`src/rtl/pipe_hazard_ctrl_pkg.sv`:
```
// Shared pipeline encodings: FSM states, PC-source selects and stage control bundles.
package pipe_hazard_ctrl_pkg;

   localparam int unsigned REG_W = 5;

   typedef enum logic [1:0] {
      ST_RUN      = 2'd0,
      ST_MEM_WAIT = 2'd1,
      ST_ERR      = 2'd2
   } state_e;

   typedef enum logic [1:0] {
      PCSRC_SEQ = 2'd0,
      PCSRC_BR  = 2'd1,
      PCSRC_JMP = 2'd2
   } pc_src_e;

   // Per-cycle control bundle driven into the PC and pipeline registers
   typedef struct packed {
      logic    pc_write;
      logic    ifid_write;
      logic    ifid_flush;
      logic    idex_bubble;
      logic    exmem_flush;
      logic    exmem_hold;
      pc_src_e pc_src;
   } ctrl_t;

   // All enables and clears low: the NOP / zero-control pattern
   localparam ctrl_t CTRL_NOP = '{pc_write: 1'b0, ifid_write: 1'b0, ifid_flush: 1'b0,
                                  idex_bubble: 1'b0, exmem_flush: 1'b0, exmem_hold: 1'b0,
                                  pc_src: PCSRC_SEQ};

   // Free-running pipeline
   localparam ctrl_t CTRL_RUN = '{pc_write: 1'b1, ifid_write: 1'b1, ifid_flush: 1'b0,
                                  idex_bubble: 1'b0, exmem_flush: 1'b0, exmem_hold: 1'b0,
                                  pc_src: PCSRC_SEQ};

   // Held in reset: front end frozen, every in-flight slot cleared
   localparam ctrl_t CTRL_RESET = '{pc_write: 1'b0, ifid_write: 1'b0, ifid_flush: 1'b1,
                                    idex_bubble: 1'b1, exmem_flush: 1'b1, exmem_hold: 1'b0,
                                    pc_src: PCSRC_SEQ};

   // Whole pipeline frozen behind the MEM stage
   localparam ctrl_t CTRL_HOLD = '{pc_write: 1'b0, ifid_write: 1'b0, ifid_flush: 1'b0,
                                   idex_bubble: 1'b0, exmem_flush: 1'b0, exmem_hold: 1'b1,
                                   pc_src: PCSRC_SEQ};

   // Load in ID/EX feeds a source of the instruction in IF/ID; r0 never counts
   function automatic logic is_loaduse(input logic             memread,
                                       input logic [REG_W-1:0] ld_rt,
                                       input logic [REG_W-1:0] use_rs,
                                       input logic [REG_W-1:0] use_rt);
      return memread && (ld_rt != REG_W'(0)) && ((ld_rt == use_rs) || (ld_rt == use_rt));
   endfunction

endpackage

```
`src/rtl/pipe_hazard_ctrl_sat_counter.sv`:
```
// Saturating up-counter with synchronous active-low clear.
module sat_counter #(
   parameter int unsigned CNT_W = 16
) (
   input  logic             clk,
   input  logic             rst_n,
   input  logic             inc,
   output logic [CNT_W-1:0] cnt
);

   // Count enabled cycles, sticking at all-ones
   always_ff @(posedge clk) begin
      if (!rst_n) begin
         cnt <= '0;
      end else if (inc && (cnt != {CNT_W{1'b1}})) begin
         cnt <= cnt + CNT_W'(1);
      end
   end

endmodule

```
`src/rtl/pipe_hazard_ctrl.sv`:
```
// Stall/flush sequencer for the 5-stage pipeline: load-use, MEM redirects, dmem waits.
import pipe_hazard_ctrl_pkg::*;

module pipe_hazard_ctrl #(
   parameter int unsigned CNT_W       = 16,
   parameter int unsigned MEM_TIMEOUT = 64
) (
   input  logic             clk,
   input  logic             rst_n,
   input  logic             idex_memread,
   input  logic [4:0]       idex_rt,
   input  logic [4:0]       ifid_rs,
   input  logic [4:0]       ifid_rt,
   input  logic             exmem_branch,
   input  logic             exmem_zero,
   input  logic             exmem_jump,
   input  logic             exmem_memr,
   input  logic             exmem_memw,
   input  logic             dmem_ready,
   output logic             pc_write,
   output logic             ifid_write,
   output logic             ifid_flush,
   output logic             idex_bubble,
   output logic             exmem_flush,
   output logic             exmem_hold,
   output logic [1:0]       pc_src,
   output logic [1:0]       state_o,
   output logic             mem_err,
   output logic [CNT_W-1:0] stall_cnt,
   output logic [CNT_W-1:0] flush_cnt
);

   localparam int unsigned WAIT_W = $clog2(MEM_TIMEOUT + 1);

   state_e            state_q, state_d;
   logic [WAIT_W-1:0] wait_q, wait_d;
   logic              err_q, err_d;
   ctrl_t             ctrl;
   logic              flush_inc;
   logic              memwait, redirect, loaduse;

   // Hazard event decode from the current pipeline-register outputs
   always_comb begin
      memwait  = (exmem_memr | exmem_memw) & ~dmem_ready;
      redirect = (exmem_branch & exmem_zero) | exmem_jump;
      loaduse  = is_loaduse(idex_memread, idex_rt, ifid_rs, ifid_rt);
   end

   // Next-state and stage controls; reset overrides the controls combinationally
   always_comb begin
      ctrl      = CTRL_RUN;
      state_d   = state_q;
      wait_d    = wait_q;
      err_d     = err_q;
      flush_inc = 1'b0;
      unique case (state_q)
         ST_RUN: begin
            if (memwait) begin
               ctrl    = CTRL_HOLD;
               state_d = ST_MEM_WAIT;
               wait_d  = WAIT_W'(1);
            end else if (redirect) begin
               ctrl.ifid_flush  = 1'b1;
               ctrl.idex_bubble = 1'b1;
               ctrl.exmem_flush = 1'b1;
               ctrl.pc_src      = exmem_jump ? PCSRC_JMP : PCSRC_BR;
               flush_inc        = 1'b1;
            end else if (loaduse) begin
               ctrl.pc_write    = 1'b0;
               ctrl.ifid_write  = 1'b0;
               ctrl.idex_bubble = 1'b1;
            end
         end
         ST_MEM_WAIT: begin
            if (dmem_ready) begin
               // EX/MEM holds a memory op, so only loaduse can apply here
               state_d = ST_RUN;
               wait_d  = '0;
               if (loaduse) begin
                  ctrl.pc_write    = 1'b0;
                  ctrl.ifid_write  = 1'b0;
                  ctrl.idex_bubble = 1'b1;
               end
            end else begin
               ctrl = CTRL_HOLD;
               if (wait_q >= WAIT_W'(MEM_TIMEOUT)) begin
                  state_d = ST_ERR;
                  err_d   = 1'b1;
               end else begin
                  wait_d = wait_q + WAIT_W'(1);
               end
            end
         end
         ST_ERR: begin
            ctrl = CTRL_HOLD;
         end
         default: begin
            ctrl    = CTRL_NOP;
            state_d = ST_RUN;
         end
      endcase
      if (!rst_n) begin
         ctrl      = CTRL_RESET;
         flush_inc = 1'b0;
      end
   end

   // State, wait counter and sticky error flag
   always_ff @(posedge clk) begin
      if (!rst_n) begin
         state_q <= ST_RUN;
         wait_q  <= '0;
         err_q   <= 1'b0;
      end else begin
         state_q <= state_d;
         wait_q  <= wait_d;
         err_q   <= err_d;
      end
   end

   sat_counter #(.CNT_W(CNT_W)) u_stall_cnt (
      .clk   (clk),
      .rst_n (rst_n),
      .inc   (~ctrl.pc_write),
      .cnt   (stall_cnt)
   );

   sat_counter #(.CNT_W(CNT_W)) u_flush_cnt (
      .clk   (clk),
      .rst_n (rst_n),
      .inc   (flush_inc),
      .cnt   (flush_cnt)
   );

   assign pc_write    = ctrl.pc_write;
   assign ifid_write  = ctrl.ifid_write;
   assign ifid_flush  = ctrl.ifid_flush;
   assign idex_bubble = ctrl.idex_bubble;
   assign exmem_flush = ctrl.exmem_flush;
   assign exmem_hold  = ctrl.exmem_hold;
   assign pc_src      = ctrl.pc_src;
   assign state_o     = state_q;
   assign mem_err     = err_q;

endmodule

```
`config.mk`:
```
export PLATFORM = sky130hd
export DESIGN_NAME = pipe_hazard_ctrl
export DESIGN_NICKNAME = d
export VERILOG_FILES = /design/src/rtl/pipe_hazard_ctrl_pkg.sv /design/src/rtl/pipe_hazard_ctrl_sat_counter.sv /design/src/rtl/pipe_hazard_ctrl.sv
export SDC_FILE = /design/constraint.sdc
export NUM_CORES = 1
export LEC_CHECK = 0
export BUFFER_PORTS_ARGS = -buffer_cell sky130_fd_sc_hd__buf_2
export CAP_MARGIN = 5
export CORE_AREA = 3 3 70 72
export CTS_CLUSTER_DIAMETER = 100
export DETAILED_ROUTE_END_ITERATION = 12
export DIE_AREA = 0 0 73 75
export PLACE_DENSITY = 0.84
export SYNTH_ARGS = -nofsm -noshare
export SYNTH_HDL_FRONTEND = slang
export SYNTH_HIERARCHICAL = 1
export SYNTH_SLANG_ARGS = --single-unit
```
`constraint.sdc`:
```
create_clock -name clk -period 7.25 [get_ports clk]
set_clock_uncertainty 0.1 [all_clocks]
set_input_delay 1.45 -clock clk [delete_from_list [all_inputs] [get_ports clk]]
set_output_delay 1.45 -clock clk [all_outputs]
set_load 0.02 [all_outputs]
```
======== Yosys cells after proc, flatten, opt, wreduce, memory -nomap -nowiden ========
Cells that the tools add are included.
storage, ports and cells
  word-level logic and storage cells ...... 62
  bits of input ports ..................... 24
  register bits ........................... 42
  output and inout port bits .............. 43
operators by class
  add/subtract/negate cells ............... 3
  mux-type cells .......................... 26
  order comparisons ....................... 1
  bitwise operators ....................... 7
  equal/unequal tests ..................... 9
  reduce and logical (&&, ||, !) cells .... 11
operators by type and width
  cell                   number
  $add 16x1->16 const B  2
  $ne 16x16->1 const B   2
  $pmux 8 s3             1
  $mux 7                 3
  $mux 2                 9
  $pmux 7 s2             1
  $eq 5x5->1             2
  $reduce_and 3->1       3
  $mux 1                 8
  $mux 8                 1
  $add 7x1->7 const B    1
  $ge 7x7->1 const B     1
  $ne 3x3->1 const B     2
  $pmux 2 s3             1
  $mux 5                 1
  $reduce_bool 5->1      1
  $logic_and 1x1->1      4
  $mux 3                 1
  $not 1->1              3
  $and 1x1->1            2
  $eq 2x1->1 const B     1
  $eq 2x2->1 const B     1
  $logic_not 2->1        1
  $ne 2x2->1 const B     1
  other kinds (3)        4

======== Longest topological paths before layout ========
Gate-level depths: netlist of the first run.
  word-level depth ........................ 10
  depth in mapped cells ................... 9
  mapped depth without buffers ............ 8

======== Cells and area by module ========
The synthesis of the first run kept the hierarchy.
by module, submodules not included
  module            cells each  instances  area each (µm²)  sequential area each (µm²)
  sat_counter       97          2          837.1            320.3
  pipe_hazard_ctrl  98          1          797.0            200.2

======== Worst setup path after synthesis of the first run ========
OpenSTA, ideal clock, no wires.
  path kind ............................... in2out
  start ................................... in dmem_ready
  end ..................................... out idex_bubble
  path slack .............................. 2.758 ns
  stages .................................. 5
  buffers on the path ..................... 1
  arrival ................................. 2.942 ns
  required time ........................... 5.700 ns
  path through ............................ buf_6 -> o21ba_4 -> nor3_1 -> a21oi_1 -> o311ai_0
on the way
  cells in the longest elaborated chain, start to end .. 5
  elaborated cells between the ends (all ways) .. 6
  those cells by class .................... 4 x mux; 2 x bitwise
ends and longest elaborated chain
  element              RTL line                 source
  start: declaration   pipe_hazard_ctrl.sv:19   input logic dmem_ready,
  $not 1->1 (no line)  n/a
  $and 1x1->1          pipe_hazard_ctrl.sv:44   memwait = (exmem_memr | exmem_memw) & ~dmem_ready;
  $mux 5               pipe_hazard_ctrl.sv:58   if (memwait) begin
  $pmux 8 s3 (*)       pipe_hazard_ctrl.sv:56   unique case (state_q)
  $mux 8 (*)           pipe_hazard_ctrl.sv:102  if (!rst_n) begin
  end: declaration     pipe_hazard_ctrl.sv:23   output logic idex_bubble,
Mark *: on every way between the ends. The rest lies on a longest branch, timed or not.

======== Final worst setup path of the first run ========
Same ends and word-level chain as after synthesis.

==> out/metrics.sh, run 1 <==
POSTLAYOUTSETUPSLACKWORST_PS=2900
YS_FF_LATCH=42
DPL.CELL_COUNT=399
POSTLAYOUTCOREUTIL_PCT=66.4
PORT_BUFFERS=66
DIE-HEIGHT_UM=75
DETAIL_ROUTE.WIRELENGTH_UM=5690
DRT_ITER0_DRCS=130
FINAL-INSTANCE-COUNT-EXCL-FILL=408
WORST-R2R-SETUP-SLACK_PS=4400
AREA_OVERHEAD_VS_SYNTH_PCT=16.9
AVGSYNTHCELLAREA_UM2=8.46
FINAL_NET_COUNT=382
POST_SYNTH_INSTANCE_AREA_UM2=2470
POST-ROUTE-PERIOD-UTIL_PCT=60.1
MAX-CAP-VIOLATIONS=0
WORSTHOLDSTART='mem_err'
TOTALPOWERFINAL_mW=0.469
CRITPATHSLOWESTCELL='o311ai_0'
DPL-INSTANCE-AREA_UM2=2780
CLK_LATENCY_PS=290
CLK_PATH_BUF_DEPTH=2
FINAL_COUNT_OF_NEGATIVE_SETUP_SLACK_ENDPOINTS=0
HOLD_WS_PS=377
SYNTHDOMINANTAREACELLTYPE='dfxtp_1'
CTS_INSERTED_BUFFERS=5
GRT_OVERFLOW_TOTAL=0
YS_SEQ_AREA_SHARE_PCT=34.0
TIMING.CRITICAL_PATH.MODE_CELL='buf_2'
HTREE_LEVELS=2
REG2REG_DEPTH=5
CRIT-REG2REG-LAUNCH='state_o[1]'
CRITICAL_PATH.REG2REG.ENDPOINT='u_stall_cnt/cnt[13]'
POWER.STATIC_LEAKAGE_nW=1.14
CTS_HOLD_REPAIR.BUFFERS=0
CELLPOWERDENSITY_nW_PER_UM2=162
TRACK_USAGE_PCT=20.8
DRIVE_GT1_SHARE_PCT=23.0
DIE_AREA_UM2=5480
RUN_STATUS='finished, final reports clean'
SYNTH_AREA_LEADERS='dfxtp_1 (34%), a21oi_1 (5.1%), nand2_1 (4.3%)'
YS.WARNINGS.COUNT=6
CRITPATHMAXSTAGEDELAY_PS=340
POSTCTSRESIZEDCELLS=0
MAXSLEWVIOLCOUNT=0
GPL_CONGESTION=0.803
WORST_EP_REQUIRED_TIME_PS=5700
CTS.REPAIR_TIMING.SETUP_BUFFER_COUNT=0
FIN_TNS_SETUP_PS=0
MIN-DELAY-PATH-CLASS='reg2reg'
SYNTH_TOP_AREA_SHARE_PCT=34.0
1ST_PASS_ROUTER_ITERATIONS=4
RSZ0062_AT_GRT='false'
IRDROPWORSTVDD_mV=0.0935
WORST-SLEW-PIN-TRANSITION_PS=1320
CRIT_CHAIN='buf_2, o21ba_4, nor3_1, a21oi_1, o311ai_0, buf_2'
VIAS=2467
FMAXACHIEVABLE_MHz=230
PATH_CLK_SLEW_PS=70
ROUTED_VIA_DENSITY=6.05
SLEW_HEADROOM_PCT=11.4
DIE-WIDTH_UM=73
FP.COREAREA_UM2=4350
HOLD_VIOL=0
START_KIND='primary input'
SETUP.WORST_PATH.END_CLASS='primary output'
WORST-PATH-MAX-FANOUT=10
FINAL.MIN_CLOCK_PERIOD_PS=4350
START_UTIL_PCT=56.8
SYN-INSTANCE-COUNT=292
MAXIMUM_NUMBER_OF_PINS_ON_ONE_NET_BEFORE_GLOBAL_ROUTE_REPAIR=25
TIMING_WORST_SETUP_PATH_TYPE='in2out'
ANTENNA_FOUND_INITIAL=0
CELL_DEPTH_OF_THE_WORST_HOLD_PATH=1
POST-PLACE-WS_PS=2900
SYNTH.DISTINCT_CELLS=45
CRIT_ARRIVAL_PS=2800
WL_PER_CELL_UM=13.9
CTS_TREE='yes'
DRT.ANTENNA.VIOLATING_NETS=0
CTS_NUM_SINKS=42
MIN_DELAY_WORST_ENDPOINT='mem_err'
ANTENNADIODECOUNT=0
GRT_PASS1_VIAS=2126
SYNTH_FP_NETS=319
HPWL_UM=4120
NUMBER_OF_PLACEMENT_ROWS=24
CTS_ROOT_BUFFER='clkbuf_8'
GRT_PASS1_WL_UM=9130
FINISH.INSTANCE_AREA_UM2=2890
NUM_IO_PINS=67
POST-ROUTE-DRC-COUNT=0
-- placed cells by master, fill, tap and decap left out, types with 8 or more instances in the layout --
master / instances
xor2_1: 12
nand2_1: 28
nor3_1: 10
a21oi_1: 25
o31ai_1: 13
buf_2: 67
nor2_1: 17
nor4_1: 8
inv_1: 8
nand3_1: 15
dfxtp_1: 42
o21ai_0: 16
or4_1: 13
-- Yosys cell counts, drive strengths merged --
| master | number |
|---|---|
| a21boi | 1 |
| a21oi | 25 |
| a22oi | 1 |
| and2b | 1 |
| and3 | 1 |
| and4 | 6 |
| buf | 7 |
| clkbuf | 4 |
| dfxtp | 42 |
| ha | 3 |
| inv | 8 |
| mux2i | 8 |
| nand2 | 28 |
| nand2b | 5 |
| nand3 | 15 |
| nand3b | 2 |
| nand4 | 8 |
| nand4b | 1 |
| nor2 | 17 |
| nor2b | 3 |
| nor3 | 10 |
| nor3b | 3 |
| nor4 | 10 |
| nor4bb | 2 |
| o211a | 3 |
| o211ai | 2 |
| o21a | 2 |
| o21ai | 16 |
| o21ba | 1 |
| o311ai | 3 |
| o31a | 1 |
| o31ai | 13 |
| o41ai | 2 |
| or2b | 2 |
| or3 | 9 |
| or4 | 13 |
| xnor2 | 2 |
| xor2 | 12 |
-- worst max path at each step --
stage	from	endpoint	cells after the start
floorplan	dmem_ready	idex_bubble	5
global placement	dmem_ready	idex_bubble	6
detailed placement	dmem_ready	idex_bubble	6
CTS	dmem_ready	idex_bubble	6
global route	dmem_ready	idex_bubble	6
finish	dmem_ready	idex_bubble	6
-- registers in the layout (all words and copies together), names as in the netlist --
name / flops
u_flush_cnt/cnt: 16
u_stall_cnt/cnt: 16
wait_q: 7
state_o: 2
mem_err: 1
-- metal layers --
metal | vias up | global-route usage, % | routed length (um)
met1 | 1139 | 25.4 | 2570
met3 | 10 | 5.74 | 371
met4 | 0 | 8.40 | 80
met2 | 84 | 34.6 | 2670
met5 | - | 0 | 0
li1 | 1234 | - | -
-- critical path, delay by kind of cell --
kind | cells | cell delay [ps]
buffers and inverters | 2 | 400
AO/OA/AOI/OAI | 3 | 620
AND/OR/NAND/NOR | 1 | 330
-- report_power, final --
part,total (mW),internal (mW),switching [mW]
Combinational,0.0512,0.0198,0.0313
Clock,0.180,0.103,0.0771
Sequential,0.237,0.233,0.00400
Total,0.469,0.356,0.112
-- cell type report --
class,instances,area (um2)
Inverter,8,30.0
Multi-Input combinational cell,231,1510
Clock buffer,7,76.3
Clock inverter,1,30.0
Timing Repair Buffer,67,335
Fill cell,369,1470
Sequential cell,42,841
Tap cell,52,65.1
-- cell families after synthesis --
family | Yosys count | share of synthesized area, %
buffers and inverters | 19 | 4.81
multiplexers | 8 | 3.75
flip-flops | 42 | 34.0
adder cells (fa/ha/maj) | 3 | 1.52
AO/OA/AOI/OAI | 70 | 18.1
AND/OR/NAND/NOR | 136 | 32.9
XOR/XNOR | 14 | 4.96
(Power assumes the default switching activity.)
==> run 2: changes to the inputs <==
CORE_AREA = 3 3 73 75   (was 3 3 70 72)
DIE_AREA = 0 0 76 78   (was 0 0 73 75)
PLACE_DENSITY = 0.78   (was 0.84)
clock period = 4.02 ns   (was 7.25 ns; I/O delays follow)
==> run 2 against run 1 <==
Effect of this change: sequential share of layout area down 0.39 points; clock-buffer cell count decreased by 2; flip-flop and latch count unchanged; non-clock buffer count is 2 higher; clock power increased by 84%; largest cell class unchanged; wire length unchanged; worst setup slack got worse by 2000 ps; largest power group unchanged; die area is 8.3% higher; first-iteration DRC count grew 7.7%.
==> out/metrics.sh, run 2 (synthesized netlist as in run 1, its figures left out) <==
RUN_STATUS='finished, final reports clean'  # unchanged
CTS_HOLD_REPAIR.BUFFERS=0  # unchanged
CRIT_ARRIVAL_PS=2190  # was 2800 ps
FP.COREAREA_UM2=4720  # was 4350 um2
FIN_TNS_SETUP_PS=0  # unchanged
CLK_LATENCY_PS=290  # about the same
DETAIL_ROUTE.WIRELENGTH_UM=5690  # unchanged
NUMBER_OF_PLACEMENT_ROWS=25  # was 24
GRT_PASS1_WL_UM=9960  # was 9130 um
WORST-R2R-SETUP-SLACK_PS=1510  # was 4400 ps
GRT_OVERFLOW_TOTAL=0  # unchanged
1ST_PASS_ROUTER_ITERATIONS=5  # was 4
CTS_TREE='yes'  # unchanged
WL_PER_CELL_UM=13.4  # was 13.9 um
AREA_OVERHEAD_VS_SYNTH_PCT=18.5  # was 16.9%
DIE-HEIGHT_UM=78  # was 75 um
DRIVE_GT1_SHARE_PCT=24.0  # was 23.0%
WORST-SLEW-PIN-TRANSITION_PS=795  # was 1320 ps
TOP_REGS='u_flush_cnt/cnt (16), u_stall_cnt/cnt (16), wait_q (7)'  # unchanged
TIMING.CRITICAL_PATH.MODE_CELL='buf_2'  # unchanged
SETUP.WORST_PATH.END_CLASS='primary output'  # unchanged
START_KIND='primary input'  # unchanged
GPL_CONGESTION=0.788  # was 0.803
CTS_INSERTED_BUFFERS=5  # unchanged
POSTLAYOUTCOREUTIL_PCT=62.0  # was 66.4%
POWER.STATIC_LEAKAGE_nW=1.16  # was 1.14 nW
LAYOUT_COMMONEST_CELL='buf_2'  # unchanged
NUM_IO_PINS=67  # unchanged
DRT.ANTENNA.VIOLATING_NETS=0  # unchanged
SEQ_POWER_SHARE_PCT=50.2  # was 50.6%
CRIT_CHAIN='buf_2, o21ba_4, nor3_1, a21oi_1, o311ai_0, buf_2'  # unchanged
WORST_EP_REQUIRED_TIME_PS=3120  # was 5700 ps
DRT_ITER0_DRCS=140  # was 130
MIN-DELAY-PATH-CLASS='reg2reg'  # unchanged
CELLPOWERDENSITY_nW_PER_UM2=291  # was 162 nW/um2
POWER.INTERNAL_mW=0.640  # was 0.356 mW
MAXSLEWVIOLCOUNT=0  # unchanged
VIAS=2431  # was 2467
POSTCTSRESIZEDCELLS=0  # unchanged
ANTENNA_FOUND_INITIAL=0  # unchanged
HOLD_WS_PS=372  # was 377 ps
FINAL-INSTANCE-COUNT-EXCL-FILL=425  # was 408
IRDROPWORSTVDD_mV=0.143  # was 0.0935 mV
BUFS_AND_INVS_ON_WORST_PATH=2  # unchanged
DIE_AREA_UM2=5930  # was 5480 um2
CTS_NUM_SINKS=42  # unchanged
CLK_PATH_BUF_DEPTH=2  # unchanged
SW_FRAC_OF_TOTAL_PCT=24.9  # was 24.0%
START_UTIL_PCT=52.3  # was 56.8%
CRITPATHMAXSTAGEDELAY_PS=350  # was 340 ps
MAXIMUM_NUMBER_OF_PINS_ON_ONE_NET_BEFORE_GLOBAL_ROUTE_REPAIR=25  # unchanged
HPWL_UM=4040  # was 4120 um
FMAXACHIEVABLE_MHz=323
DIE-WIDTH_UM=76  # was 73 um
WORST-PATH-MAX-FANOUT=10  # unchanged
TIMING_WORST_SETUP_PATH_TYPE='in2out'  # unchanged
PWR-SHARE-COMB_PCT=10.8  # was 10.9%
CRITICAL_PATH.TOP_DELAY_FAMILY='compound AO/OA/AOI/OAI gates'  # unchanged
CLOCK_SHARE_OF_POWER_PCT=39.0  # was 38.4%
PORT_BUFFERS=66  # unchanged
PATH_CLK_SLEW_PS=80  # was 70 ps
CTS.REPAIR_TIMING.SETUP_BUFFER_COUNT=0  # unchanged
RSZ0062_AT_GRT='false'  # unchanged
ROUTED_VIA_DENSITY=5.72  # was 6.05
ANTENNADIODECOUNT=0  # unchanged
POST-ROUTE-DRC-COUNT=0  # unchanged
SWITCHINGPOWER_mW=0.213  # was 0.112 mW
HOLD_VIOL=0  # unchanged
FINAL.MIN_CLOCK_PERIOD_PS=3100
FINAL_COUNT_OF_NEGATIVE_SETUP_SLACK_ENDPOINTS=0  # unchanged
CTS_ROOT_BUFFER='clkbuf_8'  # unchanged
TRACK_USAGE_PCT=19.7  # was 20.8%
POST-ROUTE-PERIOD-UTIL_PCT=77.1
FINAL_NET_COUNT=384  # was 382
CRITPATHSLOWESTCELL='nor3_1'  # was o311ai_0
SLEW_HEADROOM_PCT=46.6  # was 11.4%
LAYOUT.CELLS.MOST_COMMON_LIST='buf_2 (66), dfxtp_1 (42), nand2_1 (28)'  # was buf_2 (67), dfxtp_1 (42), nand2_1 (28)
MAX-CAP-VIOLATIONS=0  # unchanged
DPL.CELL_COUNT=415  # was 399
HTREE_LEVELS=2  # unchanged
TOTALPOWERFINAL_mW=0.853  # was 0.469 mW
GRT_PASS1_VIAS=2227  # was 2126
## run 2: cell count changes in the layout (fill, tap and decap cells not counted)
cell / delta
buf_4: +3
clkbuf_1: -2
clkinv_2: +2
buf_2: -1
## run 2: layout make-up
type                    count  area [um2]
clock buffers               5        68.8
clock inverters             3        40.0
fillers                   434        1800
inverters                   8        30.0
multi-input cells         231        1510
flip-flops and latches     42         841
well taps                  67        83.8
repair buffers             69         353
## run 2: path summary, 6_finish.rpt
check                           cells after the start  startpoint                  to
worst max register to register                      6  state_o[1]  u_flush_cnt/cnt[9]
worst max-delay path                                6  dmem_ready         idex_bubble
worst min-delay path                                1     mem_err             mem_err
worst min register to register                      1     mem_err             mem_err
## run 2: routing by layer
| metal | global-route usage (%) | wire (um) | vias up |
|---|---|---|---|
| li1 | - | - | 1226 |
| met1 | 24.5 | 2620 | 1137 |
| met2 | 33.8 | 2690 | 63 |
| met3 | 5.22 | 330 | 5 |
| met4 | 5.07 | 47 | 0 |
| met5 | 0 | 0 | - |
## run 2: power groups by stage
| stage | sequential [mW] | clock (mW) | combinational [mW] |
|---|---|---|---|
| finish | 0.428 | 0.332 | 0.0922 |
| global route | 0.430 | 0.359 | 0.104 |
| CTS | 0.428 | 0.343 | 0.0928 |
| detailed placement | 0.438 | 0 | 0.0924 |
| global placement | 0.438 | 0 | 0.0908 |
| floorplan | 0.441 | 0 | 0.0598 |
## run 2: worst register-to-register path: stages (launching register included)
cell and delay [ps]:
dfxtp_1 450, nor3_1 440, nand2_1 130, nor2_1 340
nand2_1 300, or4_1 530, a21oi_1 150
## run 2: metrics by stage
| stage | setup slack [ps] | area, um2 |
|---|---|---|
| 4_1_cts | 926 | 2910 |
| 3_3_place_gp | 974 | 2800 |
| 6_report | 922 | 2930 |
| 5_1_grt | 814 | 2930 |
| 2_1_floorplan | 820 | 2470 |
| 3_5_place_dp | 881 | 2800 |
